===== config.mk =====
export PLATFORM = sky130hd
export DESIGN_NAME = trng_latch_pool
export DESIGN_NICKNAME = d
export VERILOG_FILES = /design/src/rtl/trng_latch_pool.sv
export SDC_FILE = /design/constraint.sdc
export NUM_CORES = 1
export LEC_CHECK = 0
export BUFFER_PORTS_ARGS = -buffer_cell sky130_fd_sc_hd__buf_2
export CORE_ASPECT_RATIO = 1.5
export CORE_MARGIN = 1.5
export CORE_UTILIZATION = 41
export DETAILED_ROUTE_END_ITERATION = 8
export PLACE_DENSITY = 0.67
export SLEW_MARGIN = 20
export SYNTH_ARGS = -nofsm -noshare
export SYNTH_HDL_FRONTEND = slang
export SYNTH_SLANG_ARGS = --single-unit

===== constraint.sdc =====
create_clock -name clk -period 2.4 [get_ports clk]
set_clock_uncertainty 0.15 [all_clocks]
set_input_delay 0 -clock clk [delete_from_list [all_inputs] [get_ports clk]]
set_output_delay 0 -clock clk [all_outputs]
set_load 0.02 [all_outputs]

===== src/rtl/trng_latch_pool.sv =====
// Latch-pool TRNG: excites a bank of SR latches, XORs their resolved outputs into raw bits,
// optionally von Neumann debiases them, packs words and guards the stream with a repetition test.
module trng_latch_pool #(
   parameter int unsigned NUM_LATCHES = 8,
   parameter int unsigned WORD_WIDTH  = 8,
   parameter int unsigned REP_LIMIT   = 16
) (
   input  logic                  clk,
   input  logic                  rst,
   input  logic                  enabled,
   input  logic                  debias_en,
   input  logic                  test_mode,
   input  logic                  test_bit,
   input  logic                  out_ready,
   output logic                  out_valid,
   output logic [WORD_WIDTH-1:0] out_data,
   output logic                  health_fail
);

   localparam int unsigned CntWidth = $clog2(WORD_WIDTH + 1);
   localparam logic [CntWidth-1:0] LastBit = CntWidth'(WORD_WIDTH - 1);
   localparam logic [7:0] RepMax = 8'(REP_LIMIT);

   typedef enum logic [2:0] {StIdle, StExcite, StResolve, StCapture, StStall} state_e;

   state_e state_q, state_d;

   logic                   latch_s, latch_r;
   logic [NUM_LATCHES-1:0] latch_q;
   logic [NUM_LATCHES-1:0] ring_q, ring_d;

   logic [WORD_WIDTH-1:0]  acc_q, acc_d, acc_next;
   logic [CntWidth-1:0]    bit_cnt_q, bit_cnt_d;
   logic [WORD_WIDTH-1:0]  out_data_q, out_data_d;
   logic                   out_valid_q, out_valid_d;
   logic [7:0]             rep_cnt_q, rep_cnt_d;
   logic                   last_raw_q, last_raw_d;
   logic                   health_fail_q, health_fail_d;
   logic                   pair_q, pair_d;
   logic                   first_q, first_d;
   logic                   debias_q;

   logic                   raw_bit;
   logic                   stall_req;
   logic                   capture_go;
   logic                   hf_set;
   logic                   accept;
   logic                   abit;

   always_comb begin
      latch_s = 1'b0;
      latch_r = 1'b1;
      unique case (state_q)
         StExcite: begin
            latch_s = 1'b1;
            latch_r = 1'b1;
         end
         StResolve, StCapture: begin
            latch_s = 1'b0;
            latch_r = 1'b0;
         end
         default: begin
            latch_s = 1'b0;
            latch_r = 1'b1;
         end
      endcase
   end

   // Johnson ring gives each behavioural cell a differing resolution seed after s=r=1 release.
   always_comb begin
      ring_d    = ring_q << 1;
      ring_d[0] = ~ring_q[NUM_LATCHES-1];
   end

   for (genvar i = 0; i < NUM_LATCHES; i++) begin : g_latch
      logic q_q, armed_q;

      always_ff @(posedge clk or posedge rst) begin
         if (rst) begin
            q_q     <= 1'b0;
            armed_q <= 1'b0;
         end else begin
            case ({latch_s, latch_r})
               2'b01: begin
                  q_q     <= 1'b0;
                  armed_q <= 1'b0;
               end
               2'b10: begin
                  q_q     <= 1'b1;
                  armed_q <= 1'b0;
               end
               2'b11: begin
                  q_q     <= 1'b0;
                  armed_q <= 1'b1;
               end
               default: begin
                  if (armed_q) begin
                     q_q     <= ring_q[i];
                     armed_q <= 1'b0;
                  end
               end
            endcase
         end
      end

      assign latch_q[i] = q_q;
   end

   assign raw_bit = test_mode ? test_bit : ^latch_q;

   // A word-final capture with an unconsumed word parks in STALL instead of overwriting it.
   assign stall_req  = out_valid_q && !out_ready && (bit_cnt_q == LastBit);
   assign capture_go = (state_q == StCapture) && enabled && !health_fail_q && !stall_req;

   always_comb begin
      rep_cnt_d  = rep_cnt_q;
      last_raw_d = last_raw_q;
      hf_set     = 1'b0;
      if (capture_go) begin
         if ((rep_cnt_q != 8'd0) && (raw_bit == last_raw_q)) begin
            if (rep_cnt_q != RepMax) begin
               rep_cnt_d = rep_cnt_q + 8'd1;
            end
         end else begin
            rep_cnt_d = 8'd1;
         end
         last_raw_d = raw_bit;
         hf_set     = (rep_cnt_d == RepMax);
      end
      health_fail_d = health_fail_q | hf_set;
   end

   always_comb begin
      state_d = state_q;
      unique case (state_q)
         StIdle:    if (enabled) state_d = StExcite;
         StExcite:  state_d = StResolve;
         StResolve: state_d = StCapture;
         StCapture: state_d = stall_req ? StStall : StExcite;
         StStall:   if (!out_valid_q || out_ready) state_d = StExcite;
         default:   state_d = StIdle;
      endcase
      if (!enabled || health_fail_q || hf_set) begin
         state_d = StIdle;
      end
   end

   always_comb begin
      pair_d  = pair_q;
      first_d = first_q;
      accept  = 1'b0;
      abit    = raw_bit;
      if (capture_go) begin
         if (!debias_en) begin
            accept = 1'b1;
         end else if (!pair_q) begin
            pair_d  = 1'b1;
            first_d = raw_bit;
         end else begin
            pair_d = 1'b0;
            accept = first_q ^ raw_bit;
            abit   = first_q;
         end
      end
      if ((state_d == StIdle) || (debias_en != debias_q)) begin
         pair_d = 1'b0;
      end
   end

   assign acc_next = (acc_q << 1) | WORD_WIDTH'(abit);

   always_comb begin
      acc_d       = acc_q;
      bit_cnt_d   = bit_cnt_q;
      out_data_d  = out_data_q;
      out_valid_d = out_valid_q && !out_ready;
      if (accept) begin
         if (bit_cnt_q == LastBit) begin
            out_data_d  = acc_next;
            out_valid_d = 1'b1;
            acc_d       = '0;
            bit_cnt_d   = '0;
         end else begin
            acc_d     = acc_next;
            bit_cnt_d = bit_cnt_q + CntWidth'(1);
         end
      end
      if (state_d == StIdle) begin
         acc_d     = '0;
         bit_cnt_d = '0;
      end
      if (health_fail_q || hf_set) begin
         out_valid_d = 1'b0;
         out_data_d  = out_data_q;
      end
   end

   always_ff @(posedge clk or posedge rst) begin
      if (rst) begin
         state_q       <= StIdle;
         ring_q        <= '0;
         acc_q         <= '0;
         bit_cnt_q     <= '0;
         out_data_q    <= '0;
         out_valid_q   <= 1'b0;
         rep_cnt_q     <= 8'd0;
         last_raw_q    <= 1'b0;
         health_fail_q <= 1'b0;
         pair_q        <= 1'b0;
         first_q       <= 1'b0;
         debias_q      <= 1'b0;
      end else begin
         state_q       <= state_d;
         ring_q        <= ring_d;
         acc_q         <= acc_d;
         bit_cnt_q     <= bit_cnt_d;
         out_data_q    <= out_data_d;
         out_valid_q   <= out_valid_d;
         rep_cnt_q     <= rep_cnt_d;
         last_raw_q    <= last_raw_d;
         health_fail_q <= health_fail_d;
         pair_q        <= pair_d;
         first_q       <= first_d;
         debias_q      <= debias_en;
      end
   end

   assign out_valid   = out_valid_q;
   assign out_data    = out_data_q;
   assign health_fail = health_fail_q;

endmodule


==> results of run 1 <==
-- final cells by class --
cell class | instances | area (µm²) | share of cell area [%]
Clock buffer | 5 | 68.8 | 1.96
Clock inverter | 2 | 38.8 | 1.10
Inverter | 7 | 26.3 | 0.747
Multi-Input combinational cell | 183 | 1480 | 42.0
Sequential cell | 53 | 1330 | 37.7
Tap cell | 76 | 95.1 | 2.70
Timing Repair Buffer | 65 | 485 | 13.8
-- report_power, final --
part | switching, mW | internal (mW) | total [mW]
clock | 0.314 | 0.310 | 0.623
combinational | 0.448 | 0.400 | 0.848
sequential | 0.0751 | 0.955 | 1.03
-- tightest hold or removal path, cell delays in order --
cell      delay [ps]
buf_2            140
nand2b_1          70
o21ai_0          180
mux2i_1          120
-- synthesized netlist by cell type, types with 2 or more instances --
library cell,instances
nor2b_1,4
a21oi_1,6
o31ai_1,3
o21ai_1,2
nor4b_1,2
nor3_1,5
xnor2_1,9
a21oi_2,9
and3_1,3
nor2_1,18
nor3b_1,2
or3_1,2
mux2i_1,13
xor2_1,3
ha_1,3
nand2b_1,6
o21ai_0,13
inv_1,7
and3b_1,2
nand2_1,22
mux2_4,8
nand3_1,17
nor4_1,2
a22o_1,3
clkbuf_1,7
dfrtp_1,53
-- what timing repair did --
action,4_1_cts,5_1_grt
endpoints found under the setup margin,24,28
hold endpoints to repair,59,0
hold buffers,4,0
pin swaps,5,4
buffers inserted,3,3
resized for setup,10,19
cloned,1,0
-- cell families (layout without fill, tap and decap cells) --
family / count (synthesis) / count (layout) / synth area share (%)
flip-flops: 53 / 53 / 48.4
buffers and inverters: 17 / 79 / 3.06
adder cells (fa/ha/maj): 3 / 3 / 1.37
AO/OA/AOI/OAI: 46 / 46 / 12.7
AND/OR/NAND/NOR: 98 / 99 / 20.2
XOR/XNOR: 14 / 14 / 5.25
multiplexers: 21 / 21 / 9.12
-- placed cells by master (no fill, tap or decap), types with 5 or more instances in the layout --
| cell type | instances |
|---|---|
| o21ai_0 | 12 |
| nand2b_1 | 6 |
| a21oi_2 | 12 |
| xnor2_1 | 6 |
| clkbuf_8 | 5 |
| dfrtp_1 | 53 |
| mux2_4 | 8 |
| mux2i_1 | 13 |
| nand2_1 | 22 |
| buf_4 | 40 |
| inv_1 | 5 |
| buf_2 | 16 |
| nand3_1 | 17 |
| nor2_1 | 17 |
-- routing by layer --
layer	vias to the layer above	wire, µm	track usage [%]
li1	1016	-	-
met4	0	98	8.14
met3	7	134	2.42
met2	28	3070	29.7
met1	994	2570	20.1
met5	-	0	0
-- state kept, by name, summed over array words and instances (netlist names) --
name / flops
g_latch.armed_q: 1
out_valid: 1
health_fail: 1
out_data: 8
first_q: 1
pair_q: 1
bit_cnt_q: 4
rep_cnt_q: 8
acc_q: 7
debias_q: 1
last_raw_q: 1
g_latch.q_q: 8
state_q: 3
ring_q: 8
-- final timing paths --
check | endpoint | depth (start not counted) | slack (ps)
min reg2reg | ring_q[4] | 0 | 230
min in group asynchronous | bit_cnt_q[1] | 4 | 110
max in group asynchronous | ring_q[7] | 4 | 1750
max | out_data[1] | 9 | -70
min | first_q | 4 | 100
max reg2reg | out_data[1] | 9 | -70
-- through the flow --
stage / cells / worst slack, ps / utilization, % / total power, mW / setup TNS, ps
3_3_place_gp: 374 / -90.9 / 49.1 / 1.75 / -1350
3_5_place_dp: 374 / -128 / 49.1 / 1.76 / -2170
5_1_grt: 391 / -181 / 54.3 / 2.62 / -2320
6_report: 391 / -69.3 / 54.3 / 2.50 / -629
4_1_cts: 388 / -70.4 / 52.5 / 2.43 / -572
2_1_floorplan: 252 / -59.7 / - / 1.52 / -1010
==> insert_results.sql, run 1 <==
INSERT INTO impl_metrics (metric_group, metric, value, unit) VALUES
('critical_path', 'path_cells', 'or4_4 > buf_6 > o21ai_0 > o21ai_2 > inv_1 > a311oi_4 > buf_6 > nor2_8 > mux2_4', ''),
('timing', 'setup_repair_after_global_routing_missed_its_margin', 'true', ''),
('timing', 'timing_hold_violations_final', '0', ''),
('logic_synthesis', 'synth_enable_flop_cells', '0', ''),
('die', 'std_cell_rows', '36', ''),
('die', 'floorplan.io_pins', '17', ''),
('min_path', 'hold_path.startpoint', 'test_mode', ''),
('detailed_routing', 'route.detailed.wl_per_inst', '15.0', 'µm'),
('critical_path', 'critPathKind', 'reg2reg', ''),
('die', 'chipHeight', '103', 'µm'),
('global_routing', 'via_count_of_the_first_global_routing_pass', '2079', ''),
('logic_synthesis', 'synth_async_sr_flop_share', '100', '%'),
('critical_path', 'critical-path-top-delay-family', 'simple AND/OR/NAND/NOR gates', ''),
('critical_path', 'crit_start', 'rep_cnt_q[5]', ''),
('logic_synthesis', 'gate_count_of_the_mapped_netlist', '252', ''),
('logic_synthesis', 'flip_flop_and_latch_count_after_synthesis', '53', ''),
('die', 'placeableCoreArea', '6490', 'µm²'),
('detailed_routing', 'via_per_inst', '5.23', ''),
('global_routing', 'global_route.overflow_total', '0', ''),
('cts', 'clk_transition_reported_paths', '100', 'ps'),
('critical_path', 'cp_slowest_cell', 'or4_4', ''),
('pwr', 'irDropWorstVdd', '0.330', 'mV'),
('logic_synthesis', 'ys_seq_area_share', '48.4', '%'),
('pwr', 'powerDensity', '711', 'nW/µm²'),
('logic_synthesis', 'synth_cell_types', '54', ''),
('logic_synthesis', 'syn_avg_cell_area', '10.9', 'µm²'),
('global_routing', 'grt_first_pass_wirelength', '9560', 'µm'),
('flow_run', 'max_cap_viol_count', '0', ''),
('timing', 'final_critical_path_setup_slack', '-69.3', 'ps'),
('detailed_routing', 'route.detailed.drc', '0', ''),
('timing', 'fmax', '405', 'MHz'),
('cts', 'cts_tree', 'done', ''),
('timing', 'finalHoldWorstSlack', '96.5', 'ps'),
('layout', 'num-fill-cells', '584', ''),
('critical_path', 'timing.critical_path.required', '2450', 'ps'),
('logic_synthesis', 'synth_top_cell_area_share', '48.4', '%'),
('logic_synthesis', 'yosysTopAreaCell', 'dfrtp_1', ''),
('layout', 'drive_above_1_share', '38.7', '%'),
('cts', 'clk-insertion-delay-late', '320', 'ps'),
('layout', 'antenna_cells', '0', ''),
('die', 'die_width', '69.8', 'µm'),
('layout', 'syn_to_final_growth', '28.3', '%'),
('timing', 'tightest_slew', '657', 'ps'),
('critical_path', 'critical_path_buf_inv_count', '3', ''),
('logic_synthesis', 'syn_nets', '262', ''),
('layout', 'layout.cell_area.non_filler', '3520', 'µm²'),
('timing', 'report.final.setup_viol', '15', ''),
('cts', 'clock_tree_root_driver_cell', 'clkbuf_8', ''),
('detailed_routing', 'route.antenna.remaining_nets', '0', ''),
('logic_synthesis', 'yosys_warnings', '0', ''),
('die', 'floorplan.initialDensity', '42.3', '%'),
('cts', 'cts_max_path_buffers', '2', ''),
('global_routing', 'grt_start_max_net_pins', '54', ''),
('placed_design', 'portBuffers', '16', ''),
('logic_synthesis', 'mappedNetlistArea', '2740', 'µm²'),
('detailed_routing', 'drt_iter0_drc', '102', ''),
('status', 'failed_checks', 'setup timing', ''),
('critical_path', 'cp.arrival', '2520', 'ps'),
('pwr', 'leakage', '1.58', 'nW'),
('timing', 'final_max_slew_viol_count', '0', ''),
('critical_path', 'critical_path.startpoint_type', 'register', ''),
('status', 'run_status', 'finished, violations left', ''),
('logic_synthesis', 'leading_cell_types_by_total_area_after_synthesis', 'dfrtp_1, mux2i_1, mux2_4', ''),
('cts', 'cts-htree-levels', '2', ''),
('layout', 'final_net_count', '325', ''),
('cts', 'numCtsBuffers', '5', ''),
('critical_path', 'critical-path-max-stage-delay', '560', 'ps'),
('placed_design', 'placed_cell_area', '3180', 'µm²'),
('placed_design', 'place.gp.congestion', '0.856', ''),
('critical_path', 'reg2reg_from', 'rep_cnt_q[5]', ''),
('critical_path', 'crit_path_max_fanout', '8', '');
No activity file was read; power rests on OpenSTA's default activity.
==> run 2: changes to the inputs <==
Clock period 2.4 ns to 2.2 ns, I/O delays scaled along.
==> run 2 against run 1 <==
Net effect:
- the run still ends with setup timing left
- die area unchanged
- total power increased by 13%
- sequential cell count unchanged
- worst setup slack got worse by 230 ps
- non-clock buffer count increased by 7
==> insert_results.sql, run 2 (synthesized netlist as in run 1, its figures left out) <==
INSERT INTO impl_metrics (metric_group, metric, value, unit) VALUES
('status', 'failed_checks', 'setup timing', ''),
('global_routing', 'grt_first_pass_wirelength', '10100', 'µm'),
('placed_design', 'dp_worst_setup_slack', '-361', 'ps'),
('die', 'chipHeight', '103', 'µm'),
('critical_path', 'critPathCaptureType', 'register', ''),
('die', 'std_cell_rows', '36', ''),
('layout', 'syn_to_final_growth', '33.9', '%'),
('timing', 'final_critical_path_setup_slack', '-301', 'ps'),
('timing', 'tightest_slew', '659', 'ps'),
('cts', 'cts_tree', 'done', ''),
('critical_path', 'critical_path_buf_inv_count', '1', ''),
('detailed_routing', 'route.detailed.wl_per_inst', '15.9', 'µm'),
('timing', 'setup_repair_after_global_routing_missed_its_margin', 'true', ''),
('min_path', 'holdCritPathClass', 'in2async', ''),
('timing', 'timing_hold_violations_final', '0', ''),
('detailed_routing', 'totalWireLength', '6340', 'µm'),
('critical_path', 'reg2reg_from', 'g_latch[4].q_q', ''),
('layout', 'final_net_count', '332', ''),
('die', 'placeableCoreArea', '6490', 'µm²'),
('timing', 'fin_crit_sh', '114', '%'),
('critical_path', 'critical_path.startpoint_type', 'register', ''),
('critical_path', 'critical-path-top-delay-family', 'XOR/XNOR gates', ''),
('flow_run', 'max_cap_viol_count', '0', ''),
('critical_path', 'critical_path.most_common_cell', 'xnor2_2', ''),
('critical_path', 'crit_path_max_fanout', '8', ''),
('critical_path', 'critical-path-max-stage-delay', '420', 'ps'),
('pwr', 'totalPowerFinal', '2.82', 'mW'),
('timing', 'report.final.setup_viol', '33', ''),
('layout', 'final_cell_mix', 'dfrtp_1, buf_4, nand2_1', ''),
('global_routing', 'number_of_antenna_violations_at_the_first_check_in_global_routing', '0', ''),
('critical_path', 'worstReg2RegEnd', 'out_data[0]', ''),
('cts', 'clock-sinks', '53', ''),
('critical_path', 'cp_slowest_cell', 'dfrtp_1', ''),
('cts', 'numCtsBuffers', '5', ''),
('pwr', 'powerDensity', '768', 'nW/µm²'),
('placed_design', 'portBuffers', '16', ''),
('cts', 'cts-htree-levels', '2', ''),
('timing', 'max_slew_margin', '55.6', '%'),
('detailed_routing', 'via_per_inst', '5.46', ''),
('die', 'floorplan.initialDensity', '42.3', '%'),
('placed_design', 'place.detailed.hpwl', '4400', 'µm'),
('global_routing', 'global_route.overflow_total', '0', ''),
('global_routing', 'via_count_of_the_first_global_routing_pass', '2125', ''),
('layout', 'final_common_cell', 'dfrtp_1', ''),
('cts', 'clock_tree_root_driver_cell', 'clkbuf_8', ''),
('detailed_routing', 'route.detailed.drc', '0', ''),
('timing', 'fmax', '400', 'MHz'),
('detailed_routing', 'drt_pre_antenna_iters', '4', ''),
('die', 'die_width', '69.8', 'µm'),
('timing', 'crit_path_time_final', '2500', 'ps'),
('critical_path', 'ff2ff_setup_slack', '-300', 'ps'),
('critical_path', 'worstRegToRegCells', '8', ''),
('critical_path', 'cp.arrival', '2550', 'ps'),
('detailed_routing', 'drt_iter0_drc', '87', ''),
('layout', 'antenna_cells', '0', ''),
('cts', 'cts_max_path_buffers', '2', ''),
('pwr', 'irDropWorstVdd', '0.732', 'mV'),
('placed_design', 'place.gp.congestion', '0.865', ''),
('cts', 'clk-insertion-delay-late', '310', 'ps'),
('timing', 'final_max_slew_viol_count', '0', ''),
('critical_path', 'path_cells', 'xnor2_2 > xnor2_2 > buf_4 > xnor3_2 > o31ai_4 > nand2_4 > nor2_8 > mux2_4', ''),
('status', 'run_status', 'finished, violations left', ''),
('critical_path', 'timing.critical_path.required', '2250', 'ps'),
('die', 'design.die.area', '7200', 'µm²'),
('critical_path', 'critPathKind', 'reg2reg', ''),
('die', 'floorplan.io_pins', '17', ''),
('cts', 'clk_transition_reported_paths', '100', 'ps'),
('global_routing', 'globalRouteTotalUtil', '17.6', '%'),
('layout', 'drive_above_1_share', '45.5', '%'),
('global_routing', 'grt_start_max_net_pins', '22', ''),
('detailed_routing', 'num_vias', '2178', ''),
('pwr', 'leakage', '1.62', 'nW'),
('detailed_routing', 'route.antenna.remaining_nets', '0', '');
[run 2: timing repair]
item | 4_1_cts | 5_1_grt
hold buffers | 4 | 0
setup buffers | 4 | 6
endpoints found under the hold margin | 59 | 0
pin swaps | 16 | 12
endpoints found under the setup margin | 33 | 33
cloned | 1 | 0
gates resized for setup | 24 | 31
[run 2: cell type report]
cell class | count | area, µm²
fill | 550 | 2810
clock buffer | 5 | 68.8
timing repair buffer | 72 | 522
sequential | 53 | 1330
clock inverter | 3 | 25.0
multi-input combinational | 183 | 1610
inverter | 7 | 26.3
tap | 76 | 95.1
[run 2: power by group]
group | leakage (nW) | internal, mW | switching [mW]
logic | 0.854 | 0.526 | 0.591
registers | 0.717 | 1.04 | 0.0907
clock network | 0.0447 | 0.230 | 0.337
total | 1.62 | 1.80 | 1.02
[run 2: routing by layer]
metal	global-route usage, %	routed length, µm
met3	3.00	236
met4	6.51	134
met1	20.6	2440
met5	0	0
met2	32.6	3530
[run 2: how the worst max path moves through the flow]
stage | start | end | slack (ps) | cells after the start
after global routing | g_latch[1].q_q | out_data[0] | -380 | 9
after global placement | rep_cnt_q[0] | out_data[3] | -290 | 9
final | g_latch[4].q_q | out_data[0] | -300 | 8
after floorplan | bit_cnt_q[1] | bit_cnt_q[2] | -260 | 9
after detailed placement | rep_cnt_q[0] | acc_q[6] | -360 | 8
after CTS | g_latch[0].q_q | out_data[0] | -310 | 8
[run 2: through the flow]
stage               setup TNS (ps)  utilization, %  std cells  area, µm²  hold slack [ps]
floorplan                    -5280               -        252       2770             -119
global placement             -7120            49.5        377       3210             -121
detailed placement           -8750            49.5        377       3210             -117
CTS                          -5840            53.6        393       3470             74.6
global route                 -9670            56.6        399       3670              119
finish                       -6660            56.6        399       3670             75.2
[run 2: tightest hold or removal path, delay by kind of cell]
family,cells,cell delay (ps)
buffers and inverters,3,970
==> run 3: changes to the inputs <==
Settings changed: SETUP_SLACK_MARGIN set to 0.15.
==> run 3 against run 2 <==
Net effect:
- largest power group unchanged
- sequential cell count unchanged
- the run still ends with setup timing left
- critical path depth grew 1
- worst setup slack improved by 44 ps
- cell area is 3.2% lower
==> insert_results.sql, run 3 (synthesized netlist as in run 1, its figures left out) <==
INSERT INTO impl_metrics (metric_group, metric, value, unit) VALUES
('status', 'run_status', 'finished, violations left', ''),
('status', 'failed_checks', 'setup timing', ''),
('critical_path', 'critPathKind', 'reg2reg', ''),
('timing', 'final_critical_path_setup_slack', '-257', 'ps'),
('cts', 'clock-sinks', '53', ''),
('detailed_routing', 'drt_iter0_drc', '120', ''),
('cts', 'clk_transition_reported_paths', '100', 'ps'),
('critical_path', 'critPathCaptureType', 'register', ''),
('critical_path', 'ff2ff_setup_slack', '-260', 'ps'),
('pwr', 'irDropWorstVdd', '0.368', 'mV'),
('placed_design', 'place.detailed.hpwl', '4030', 'µm'),
('layout', 'layout.core_utilization', '54.8', '%'),
('timing', 'crit_path_time_final', '2460', 'ps'),
('timing', 'fin_crit_sh', '112', '%'),
('timing', 'setup_repair_after_global_routing_missed_its_margin', 'true', ''),
('detailed_routing', 'route.detailed.drc', '0', ''),
('cts', 'numCtsBuffers', '5', ''),
('layout', 'final_net_count', '326', ''),
('pwr', 'switching_share', '35.4', '%'),
('placed_design', 'portBuffers', '16', ''),
('die', 'floorplan.initialDensity', '42.3', '%'),
('global_routing', 'number_of_antenna_violations_at_the_first_check_in_global_routing', '0', ''),
('layout', 'antenna_cells', '0', ''),
('critical_path', 'worstRegToRegCells', '9', ''),
('cts', 'cts-htree-levels', '2', ''),
('global_routing', 'grt_start_max_net_pins', '54', ''),
('cts', 'clk-insertion-delay-late', '310', 'ps'),
('global_routing', 'grt_first_pass_wirelength', '9830', 'µm'),
('pwr', 'share_clk_of_total_power', '20.8', '%'),
('flow_run', 'max_cap_viol_count', '0', ''),
('pwr', 'power.share.combinational', '36.6', '%'),
('critical_path', 'critical-path-max-stage-delay', '420', 'ps'),
('timing', 'max_slew_margin', '70.3', '%'),
('min_path', 'holdCritPathClass', 'in2async', ''),
('die', 'chipHeight', '103', 'µm'),
('timing', 'fmax', '407', 'MHz'),
('die', 'die_width', '69.8', 'µm'),
('layout', 'syn_to_final_growth', '29.6', '%'),
('placed_design', 'placed_cell_area', '3210', 'µm²'),
('critical_path', 'path_cells', 'xnor2_2 > xnor2_2 > buf_4 > xor2_2 > mux2i_2 > a311oi_4 > buf_6 > nor2_8 > mux2_4', ''),
('detailed_routing', 'num_vias', '2067', ''),
('critical_path', 'cp.arrival', '2520', 'ps'),
('timing', 'report.final.setup_viol', '29', ''),
('detailed_routing', 'route.antenna.remaining_nets', '0', ''),
('global_routing', 'via_count_of_the_first_global_routing_pass', '2132', ''),
('pwr', 'net-switching-power', '0.943', 'mW'),
('cts', 'clock_tree_root_driver_cell', 'clkbuf_8', ''),
('die', 'floorplan.io_pins', '17', ''),
('critical_path', 'critical_path.startpoint_type', 'register', ''),
('timing', 'tightest_slew', '446', 'ps'),
('critical_path', 'crit_path_max_fanout', '8', ''),
('die', 'design.die.area', '7200', 'µm²'),
('die', 'placeableCoreArea', '6490', 'µm²'),
('placed_design', 'place.gp.congestion', '0.827', ''),
('global_routing', 'globalRouteTotalUtil', '17.2', '%'),
('critical_path', 'critical_path.most_common_cell', 'xnor2_2', ''),
('pwr', 'leakage', '1.55', 'nW'),
('layout', 'layout.cell_area.non_filler', '3550', 'µm²'),
('detailed_routing', 'route.detailed.wl_per_inst', '14.6', 'µm'),
('cts', 'cts_tree', 'done', ''),
('critical_path', 'cp_slowest_cell', 'dfrtp_1', ''),
('pwr', 'power.internal', '1.72', 'mW'),
('timing', 'final_max_slew_viol_count', '0', ''),
('layout', 'final_common_cell', 'dfrtp_1', ''),
('pwr', 'power.sequential.fraction', '42.6', '%'),
('detailed_routing', 'via_per_inst', '5.26', ''),
('layout', 'final_cell_mix', 'dfrtp_1, buf_4, nand2_1', ''),
('timing', 'timing_hold_violations_final', '0', ''),
('pwr', 'powerDensity', '750', 'nW/µm²'),
('placed_design', 'placed_cells', '375', ''),
('detailed_routing', 'totalWireLength', '5730', 'µm'),
('pwr', 'totalPowerFinal', '2.67', 'mW'),
('detailed_routing', 'drt_pre_antenna_iters', '4', ''),
('cts', 'cts_max_path_buffers', '2', ''),
('layout', 'num-fill-cells', '567', ''),
('critical_path', 'timing.critical_path.required', '2260', 'ps'),
('die', 'std_cell_rows', '36', ''),
('layout', 'drive_above_1_share', '42.9', '%'),
('global_routing', 'global_route.overflow_total', '0', ''),
('layout', 'final-instance-count-excl-fill', '393', '');
## run 3: changes by cell type in the layout (fill, tap and decap cells not counted), sizes merged
cell      previous run  this run
nand3b               3         2
buf                 68        63
clkbuf               5         6
clkinvlp             1         2
clkinv               1         0
inv                  8         7
## run 3: worst paths after layout
| kind | start | endpoint |
|---|---|---|
| setup / recovery | g_latch[7].q_q | out_data[5] |
| hold / removal | rst | out_valid |
| setup reg to reg | g_latch[7].q_q | out_data[5] |
| hold reg to reg | ring_q[2] | ring_q[3] |
| max in group asynchronous | rst | rep_cnt_q[0] |
| min in group clk | test_mode | first_q |
## run 3: power by group through the flow
stage | clock (mW) | combinational [mW] | sequential (mW)
final | 0.554 | 0.976 | 1.14
after global routing | 0.618 | 1.07 | 1.15
after CTS | 0.575 | 0.885 | 1.13
after detailed placement | 0 | 0.795 | 1.15
after global placement | 0 | 0.787 | 1.14
after floorplan | 0 | 0.544 | 1.12
## run 3: layer usage
metal	GRT usage, %	share of wire, %	vias to the layer above
met5	0	0	-
met4	6.21	1.5	0
met3	3.20	1.8	6
met2	32.7	53	16
met1	19.2	43	1035
li1	-	-	1010
## run 3: timing repair
item | 4_1_cts | 5_1_grt
gates cloned | 0 | 0
pin swaps | 9 | 3
resized for setup | 18 | 23
hold buffers | 4 | 0
setup buffers | 3 | 3
setup endpoints to repair | 32 | 33
hold endpoints to repair | 59 | 0
## run 3: per-stage QoR
stage	hold slack, ps	setup TNS (ps)	setup WS, ps
floorplan	-119	-5270	-260
global placement	-82.3	-7200	-327
detailed placement	-77.0	-8070	-344
CTS	105	-5470	-274
global route	159	-8080	-338
finish	114	-5230	-257
## run 3: area by class of cell
class	instances	area [µm²]	share of cell area [%]
clock inverter	2	15.0	0.422
multi-input combinational	182	1530	43.0
timing repair buffer	67	489	13.8
inverter	7	26.3	0.739
sequential	53	1330	37.3
tap	76	95.1	2.68
clock buffer	6	72.6	2.04
## run 3: critical path: cells and delay by family, from the launching register on
family	cells	cell delay, ps
AOI/OAI and AO/OA	1	130
muxes	2	630
xor gates and xnor gates	3	540
buffers and inverters	2	310
and+or+nand+nor	1	180
DFF	1	420
